--- src/rtl/alu_op_sequencer.sv ---
`default_nettype none
// =============================================================================
// alu_op_sequencer: walks one request at a time through an external 32-bit
// ALU, settling the inputs before sampling; SLT takes a SUB pass then a less pass.
// Revision: 1.0 - initial release
// =============================================================================

module alu_op_sequencer #(
  parameter int unsigned SETTLE_CYCLES = 2
) (
  input  logic        clk,
  input  logic        rst_n,
  input  logic        req_valid,
  output logic        req_ready,
  input  logic [31:0] req_a,
  input  logic [31:0] req_b,
  input  logic [2:0]  req_op,
  output logic [31:0] alu_a,
  output logic [31:0] alu_b,
  output logic [31:0] alu_c,
  output logic [31:0] alu_less,
  output logic        ALUop0,
  output logic        ALUop1,
  output logic        ALUop2,
  input  logic [31:0] alu_result,
  input  logic [31:0] alu_carryout,
  output logic        rsp_valid,
  input  logic        rsp_ready,
  output logic [31:0] rsp_result,
  output logic        rsp_carry,
  output logic        rsp_zero,
  output logic        rsp_overflow,
  output logic        rsp_error
);

  typedef enum logic [1:0] {
    IDLE  = 2'd0,
    DRIVE = 2'd1,
    SLT2  = 2'd2,
    RESP  = 2'd3
  } state_t;

  localparam logic [2:0] OP_AND = 3'b000;
  localparam logic [2:0] OP_OR  = 3'b001;
  localparam logic [2:0] OP_ADD = 3'b010;
  localparam logic [2:0] OP_SUB = 3'b110;
  localparam logic [2:0] OP_SLT = 3'b111;
  localparam logic [3:0] LAST_CNT = 4'(SETTLE_CYCLES - 1);

  state_t      state_q, state_d;
  logic [3:0]  cnt_q, cnt_d;
  logic [31:0] alu_a_q, alu_a_d;
  logic [31:0] alu_b_q, alu_b_d;
  logic [31:0] alu_c_q, alu_c_d;
  logic [31:0] alu_less_q, alu_less_d;
  logic [2:0]  alu_op_q, alu_op_d;
  logic        slt_q, slt_d;
  logic [31:0] rsp_result_q, rsp_result_d;
  logic        rsp_carry_q, rsp_carry_d;
  logic        rsp_zero_q, rsp_zero_d;
  logic        rsp_overflow_q, rsp_overflow_d;
  logic        rsp_error_q, rsp_error_d;
  logic        pass_ovf;
  logic        is_last;
  logic        unused_carry;

  // Only the top two carries matter: bit 31 is carry-out, 31^30 is overflow.
  assign unused_carry = ^alu_carryout[29:0];

  always_comb begin
    state_d        = state_q;
    cnt_d          = cnt_q;
    alu_a_d        = alu_a_q;
    alu_b_d        = alu_b_q;
    alu_c_d        = alu_c_q;
    alu_less_d     = alu_less_q;
    alu_op_d       = alu_op_q;
    slt_d          = slt_q;
    rsp_result_d   = rsp_result_q;
    rsp_carry_d    = rsp_carry_q;
    rsp_zero_d     = rsp_zero_q;
    rsp_overflow_d = rsp_overflow_q;
    rsp_error_d    = rsp_error_q;
    pass_ovf       = alu_carryout[31] ^ alu_carryout[30];
    is_last        = (cnt_q == LAST_CNT);

    case (state_q)
      IDLE: begin
        if (req_valid) begin
          case (req_op)
            OP_AND, OP_OR, OP_ADD, OP_SUB, OP_SLT: begin
              alu_a_d  = req_a;
              alu_b_d  = req_b;
              alu_c_d  = (req_op == OP_SUB || req_op == OP_SLT) ? 32'd1 : 32'd0;
              alu_op_d = (req_op == OP_SLT) ? OP_SUB : req_op;
              slt_d    = (req_op == OP_SLT);
              cnt_d    = 4'd0;
              state_d  = DRIVE;
            end
            default: begin
              // Illegal opcode: leave the ALU drive untouched, answer at once.
              rsp_result_d   = 32'd0;
              rsp_carry_d    = 1'b0;
              rsp_zero_d     = 1'b0;
              rsp_overflow_d = 1'b0;
              rsp_error_d    = 1'b1;
              state_d        = RESP;
            end
          endcase
        end
      end
      DRIVE: begin
        if (is_last) begin
          cnt_d          = 4'd0;
          rsp_carry_d    = alu_carryout[31];
          rsp_overflow_d = alu_op_q[1] & pass_ovf;
          rsp_error_d    = 1'b0;
          if (slt_q) begin
            alu_op_d   = OP_SLT;
            alu_less_d = {31'd0, alu_result[31] ^ pass_ovf};
            state_d    = SLT2;
          end else begin
            rsp_result_d = alu_result;
            rsp_zero_d   = (alu_result == 32'd0);
            state_d      = RESP;
          end
        end else begin
          cnt_d = cnt_q + 4'd1;
        end
      end
      SLT2: begin
        if (is_last) begin
          cnt_d        = 4'd0;
          rsp_result_d = alu_result;
          rsp_zero_d   = (alu_result == 32'd0);
          alu_less_d   = 32'd0;
          state_d      = RESP;
        end else begin
          cnt_d = cnt_q + 4'd1;
        end
      end
      RESP: begin
        if (rsp_ready) begin
          state_d = IDLE;
        end
      end
      default: state_d = IDLE;
    endcase
  end

  always_ff @(posedge clk) begin
    if (!rst_n) begin
      state_q        <= IDLE;
      cnt_q          <= 4'd0;
      alu_a_q        <= 32'd0;
      alu_b_q        <= 32'd0;
      alu_c_q        <= 32'd0;
      alu_less_q     <= 32'd0;
      alu_op_q       <= 3'd0;
      slt_q          <= 1'b0;
      rsp_result_q   <= 32'd0;
      rsp_carry_q    <= 1'b0;
      rsp_zero_q     <= 1'b0;
      rsp_overflow_q <= 1'b0;
      rsp_error_q    <= 1'b0;
    end else begin
      state_q        <= state_d;
      cnt_q          <= cnt_d;
      alu_a_q        <= alu_a_d;
      alu_b_q        <= alu_b_d;
      alu_c_q        <= alu_c_d;
      alu_less_q     <= alu_less_d;
      alu_op_q       <= alu_op_d;
      slt_q          <= slt_d;
      rsp_result_q   <= rsp_result_d;
      rsp_carry_q    <= rsp_carry_d;
      rsp_zero_q     <= rsp_zero_d;
      rsp_overflow_q <= rsp_overflow_d;
      rsp_error_q    <= rsp_error_d;
    end
  end

  assign req_ready    = (state_q == IDLE);
  assign rsp_valid    = (state_q == RESP);
  assign alu_a        = alu_a_q;
  assign alu_b        = alu_b_q;
  assign alu_c        = alu_c_q;
  assign alu_less     = alu_less_q;
  assign ALUop0       = alu_op_q[0];
  assign ALUop1       = alu_op_q[1];
  assign ALUop2       = alu_op_q[2];
  assign rsp_result   = rsp_result_q;
  assign rsp_carry    = rsp_carry_q;
  assign rsp_zero     = rsp_zero_q;
  assign rsp_overflow = rsp_overflow_q;
  assign rsp_error    = rsp_error_q;

endmodule

`default_nettype wire
--- config.mk ---
export PLATFORM = sky130hd
export DESIGN_NAME = alu_op_sequencer
export DESIGN_NICKNAME = d
export VERILOG_FILES = /design/src/rtl/alu_op_sequencer.sv
export SDC_FILE = /design/constraint.sdc
export NUM_CORES = 1
export LEC_CHECK = 0
export BUFFER_PORTS_ARGS = -buffer_cell sky130_fd_sc_hd__buf_2
export CORE_MARGIN = 4
export CORE_UTILIZATION = 39
export CTS_CLUSTER_DIAMETER = 40
export DETAILED_ROUTE_END_ITERATION = 10
export GPL_TIMING_DRIVEN = 0
export HOLD_SLACK_MARGIN = 0.12
export PLACE_DENSITY = 0.76
export SETUP_SLACK_MARGIN = 0.5
export SLEW_MARGIN = 10
export SYNTH_ARGS = -nofsm -noshare
export SYNTH_HDL_FRONTEND = slang
export SYNTH_SLANG_ARGS = --single-unit
export TNS_END_PERCENT = 50
--- constraint.sdc ---
create_clock -name clk -period 1.9 [get_ports clk]
set_input_delay 0.095 -clock clk [delete_from_list [all_inputs] [get_ports clk]]
set_output_delay 0.095 -clock clk [all_outputs]
set_load 0.01 [all_outputs]
Yosys cells after proc, flatten, opt, wreduce, memory -nomap -nowiden
Cells that the tools add are included.
{"block": "classes", "n_mux": 42, "addsub": 1, "eq_ne": 16, "bitwise_logic": 3, "n_reduce_logical": 17}
{"operator": "two-way mux 32 bit", "count": 8}
{"operator": "one-hot mux 32 bit (3 select lines)", "count": 1}
{"operator": "one-hot mux 32 bit (2 select lines)", "count": 1}
{"operator": "logical NOT 32 bit", "count": 1}
{"operator": "two-way mux 3 bit", "count": 5}
{"operator": "two-way mux 1 bit", "count": 12}
{"operator": "two-way mux 4 bit", "count": 3}
{"operator": "!= test 2 bit (second input constant)", "count": 6}
{"operator": "AND reduction 4 bit", "count": 3}
{"operator": "two-way mux 2 bit", "count": 5}
{"operator": "one-hot mux 2 bit (4 select lines)", "count": 1}
{"operator": "one-hot mux 4 bit (2 select lines)", "count": 1}
{"operator": "== test 3 bit (second input constant)", "count": 2}
{"operator": "one-hot mux 1 bit (2 select lines)", "count": 3}
{"operator": "one-hot mux 3 bit (2 select lines)", "count": 1}
{"operator": "AND reduction 3 bit", "count": 2}
{"operator": "AND reduction 6 bit", "count": 1}
{"operator": "nonzero test 2 bit", "count": 3}
{"operator": "AND reduction 5 bit", "count": 1}
{"operator": "OR reduction 5 bit", "count": 1}
{"operator": "adder 4 x 1 -> 4 bit (second input constant)", "count": 1}
{"operator": "== test 2 bit (second input constant)", "count": 2}
{"operator": "== test 4 x 1 -> 1 bit (second input constant)", "count": 1}
{"operator": "!= test 2 x 1 -> 1 bit (second input constant)", "count": 2}
{"operator": "11 further kinds", "count": 12}
{"block": "word_totals", "wordCells": 92, "reg_bits": 174}

Longest topological paths before layout
{"block": "depth", "ltp_word": 5, "mapped_depth": 9}

Worst setup path before layout
Ideal clock, no wire load.
{"block": "synth_path", "kind": "flip-flop to flip-flop", "startpoint": "reg state_q[0]", "endpoint": "reg cnt_q[2]", "synth_period_minus_slack_ns": 1.865, "stages_incl_launch_ff": 8, "setup_ns": 0.070, "arrival_ns": 1.795, "slack_ns": 0.035, "cell_sequence": "dfxtp_1 -> inv_1 -> ha_1 -> buf_4 -> and2_1 -> a32oi_2 -> or4b_1 -> a21oi_1"}
{"element": "start: declaration", "line_no": "50", "source": "state_t state_q, state_d;"}
{"element": "start signal: assignment", "line_no": "167", "source": "state_q <= state_d;"}
{"element": "logical NOT 2 bit *"}
{"element": "via req_ready", "line_no": "14", "source": "output logic req_ready,"}
{"element": "!= test 2 x 1 -> 1 bit (no line), or another cell as far along"}
{"element": "AND reduction 3 bit (no line)"}
{"element": "end signal: assignment", "line_no": "168", "source": "cnt_q <= cnt_d;"}
{"element": "end: declaration", "line_no": "51", "source": "logic [3:0] cnt_q, cnt_d;"}
The timed path passes the listed nets; every way through them passes the cells marked *.
A chain may end at the register's enable or synchronous reset.

Worst setup path after layout
{"block": "layout_path", "startpoint": "reg cnt_q[1]", "endpoint": "reg rsp_result_q[12], in the netlist rsp_result[12]"}
{"block": "layout_between", "elab_chain_len": 3}
{"element": "== test 4 x 1 -> 1 bit *", "line_no": "85", "source": "is_last = (cnt_q == LAST_CNT);"}
{"element": "!= test 2 bit (no line)"}
{"element": "AND reduction 6 bit (no line) *"}
{"element": "end signal: assignment", "line_no": "175", "source": "rsp_result_q <= rsp_result_d;"}
{"element": "end: declaration", "line_no": "58", "source": "logic [31:0] rsp_result_q, rsp_result_d;"}
Mark *: on every way between the ends. The rest lies on a longest branch, timed or not.

==> qor.yml <==
report.final.slew_viol_count: 0
power.switching_uw: 4170
tightest_slew_ps: 729
yosysTopAreaCell: "dfxtp_1"
cts_made_buffers: 9
synthArstFlopShare_pct: 0
instances_no_fill: 1224
dp.cells: 1058
die_w_um: 122
worst_path_largest_cell_delay_ps: 380
final_antenna_net_count: 0
dieHeight_um: 122
fin_ws_ps: 81.4
setup_viol: 0
synth_top_area_share_pct: 44.3
synth.distinct_cells: 47
cp_common_cell: "buf_8"
power_frac_clock_pct: 17.2
seq_area_frac_synth_pct: 44.3
grt_pass1_vias: 5929
yosysWarnings: 0
htree_levels: 3
core-area_um2: 12700
hpwl_um: 11500
yosysMostFrequentCell: "nand2_1"
synthTopCellsByArea: "dfxtp_1 44%, nand2_1 13%, buf_4 9.5%, a21oi_1 7.4%, mux2i_1 6.9%"
hold_path_class: "primary input to register"
gp_congestion: 0.834
pre_cts_ws_ps: -7.37
irDropWorstVdd_mv: 0.749
crit_path_start_kind: "register"
clk_pin_slew_ps: 70
vias: 6143
p_comb_share_pct: 55.5
io_pins: 304
first_pass_iters: 5
grt_use_total_pct: 25.4
cts.sinks: 112
switching_share_pct: 37.6
final_nets: 1187
routed_wl_um: 21900
synth.avg_cell_area_um2: 8.24
seqCellArea_um2: 2250
worstPathArrival_ps: 2090
grt_max_degree: 19
rows: 41
dieArea_um2: 14900
finalClockSkew_ps: 9.82
path_max_fanout: 6
period_share_pct: 95.7
clockRootBuffer: "clkbuf_16"
ys_ff_latch: 112
drcViolationCount: 0
crit_buf_inv: 4
grt_antenna_before_repair: 0
grt-ovfl-total: 0
critPathCaptureType: "register"
tns_ps: 0
max_freq_mhz: 550
wl_per_cell_um: 17.9
slew_headroom_pct: 51.4
grt_pass1_wl_um: 29900
start_util_pct: 39.9
total_power_uw: 11100
fin_crit_ps: 1820
drive_gt1_share_pct: 45.7
seq_power_share_pct: 27.3
status: "complete, no violations"
drtIter0Drc: 390
clkLatencyLatePin_ps: 350
critical_path_class: "register to register"
syn2layout_area_growth_pct: 86.4
hold_viol: 0
slowest_stage: "or3b_4"
p_leak_uw: 0.00452
nFillCells: 811
cts_tree: "done"
syn_inst: 614
cts_buffer_depth: 2
synth_edf_count: 0
cp.required_ps: 2170
viasPerCell: 5.02
netlist_area_um2: 5060
yosys-top-cells-count: "173 x nand2_1, 112 x dfxtp_1, 75 x a21oi_1"
multiInputGateArea_um2: 2980
synthFlopType: "dfxtp_1"
cellPowerDensity_nw_per_um2: 1180
cap_violations: 0
p_int_uw: 6920
rsz0062_at_grt: "yes"
worstPathCellList: "inv_2 > ha_4 > or3b_4 > buf_8 > a21oi_4 > o211ai_4 > buf_12 > buf_8 > mux2i_1"
path_delay_family: "buffers and inverters"
numPortBuffers: 211
==> cells by family (layout without fill, tap and decap cells) <==
group | after synthesis | count (layout) | synth area share (%)
AND/OR/NAND/NOR | 246 | 246 | 21.0
flip-flops | 112 | 112 | 44.3
buffers and inverters | 111 | 485 | 13.8
AO/OA/AOI/OAI | 100 | 100 | 11.6
multiplexers | 35 | 35 | 6.93
adder cells (fa/ha/maj) | 7 | 7 | 1.73
XOR/XNOR | 2 | 2 | 0.643
other | 1 | 65 | 0.0741
==> per-layer routing <==
layer | wire length (um) | vias to the layer above | GRT usage (%)
met2 | 11200 | 379 | 45.6
met1 | 7610 | 2879 | 27.3
met4 | 928 | 0 | 12.8
met3 | 2180 | 75 | 7.06
met5 | 0 | - | 0
li1 | - | 2810 | -
==> flip-flops by register name, indices dropped and copies added, names as in the netlist <==
name / count
alu_op_q: 3
alu_less: 1
cnt_q: 4
rsp_error: 1
alu_b: 32
state_q: 2
rsp_zero: 1
slt_q: 1
alu_a: 32
rsp_overflow: 1
rsp_carry: 1
alu_c: 1
rsp_result: 32
==> final cells by class <==
class | instances | area share, %
antenna | 3 | 0.0796
buffer | 103 | 9.29
sequential | 112 | 23.9
inverter | 8 | 0.398
timing repair buffer | 359 | 29.3
multi-input combinational | 452 | 31.6
clock inverter | 4 | 0.358
tap | 172 | 2.28
clock buffer | 11 | 2.80
==> placed cells by master, fill, tap and decap left out, types with 3 or more instances in the layout <==
cell type | netlist | final
buf_2 | 13 | 211
nand2_1 | 173 | 125
dfxtp_1 | 112 | 108
dlygate4sd3_1 | 0 | 101
buf_4 | 64 | 83
conb_1 | 1 | 62
a21oi_1 | 75 | 40
nand3_1 | 37 | 36
mux2i_1 | 35 | 35
a21oi_2 | 1 | 35
nand2_4 | 0 | 31
nand2_2 | 0 | 17
clkbuf_1 | 23 | 15
buf_6 | 3 | 12
clkbuf_16 | 0 | 12
buf_8 | 0 | 11
buf_12 | 0 | 11
buf_16 | 0 | 10
o21ai_0 | 6 | 6
nor4_1 | 6 | 6
nor2_1 | 7 | 5
ha_4 | 0 | 5
inv_1 | 8 | 4
nand4_1 | 4 | 4
diode_2 | 0 | 3
inv_4 | 0 | 3
clkbuf_8 | 0 | 3
nand2b_1 | 3 | 3
clkbuf_2 | 0 | 3
or3_1 | 4 | 3
dfxtp_4 | 0 | 3
==> tightest hold or removal path, cell delays in order <==
cell	delay [ps]
buf_2	80
nor4_1	60
nand3_1	70
or3_1	90
mux2i_1	60
==> worst paths after layout <==
path	start	end	slack, ps	depth (start not counted)
setup / recovery	cnt_q[1]$_SDFFE_PN0P_	rsp_result[12]$_SDFFE_PN0P_	80	9
setup reg to reg	cnt_q[1]$_SDFFE_PN0P_	rsp_result[12]$_SDFFE_PN0P_	80	9
hold reg to reg	alu_a[6]$_SDFFE_PN0P_	alu_a[6]$_SDFFE_PN0P_	460	2
hold / removal	alu_result[30]	rsp_zero$_SDFFE_PN0P_	160	5
==> through the flow <==
step	instance area [um2]	utilization, %	hold WS [ps]
3_5_place_dp	6690	52.8	340
4_1_cts	8870	70.0	148
6_report	9430	74.4	156
2_1_floorplan	5420	-	231
3_3_place_gp	6690	52.8	336
5_1_grt	9420	74.3	166
==> power by group through the flow <==
| stage | Combinational, uW | Clock, uW | Sequential (uW) |
|---|---|---|---|
| 2_1_floorplan | 2490 | 0 | 3150 |
| 3_3_place_gp | 3680 | 0 | 2990 |
| 3_5_place_dp | 3700 | 0 | 3000 |
| 4_1_cts | 5210 | 1950 | 2960 |
| 5_1_grt | 6500 | 2050 | 3060 |
| 6_report | 6160 | 1910 | 3030 |
==> repair_timing <==
item / CTS / global route
gates cloned: 11 / 1
pin swaps: 37 / 48
endpoints found under the hold margin: 103 / 0
endpoints found under the setup margin: 112 / 112
gates resized for setup: 100 / 115
buffers inserted: 24 / 11
hold buffers: 101 / 0
No activity file was read; power rests on OpenSTA's default activity.
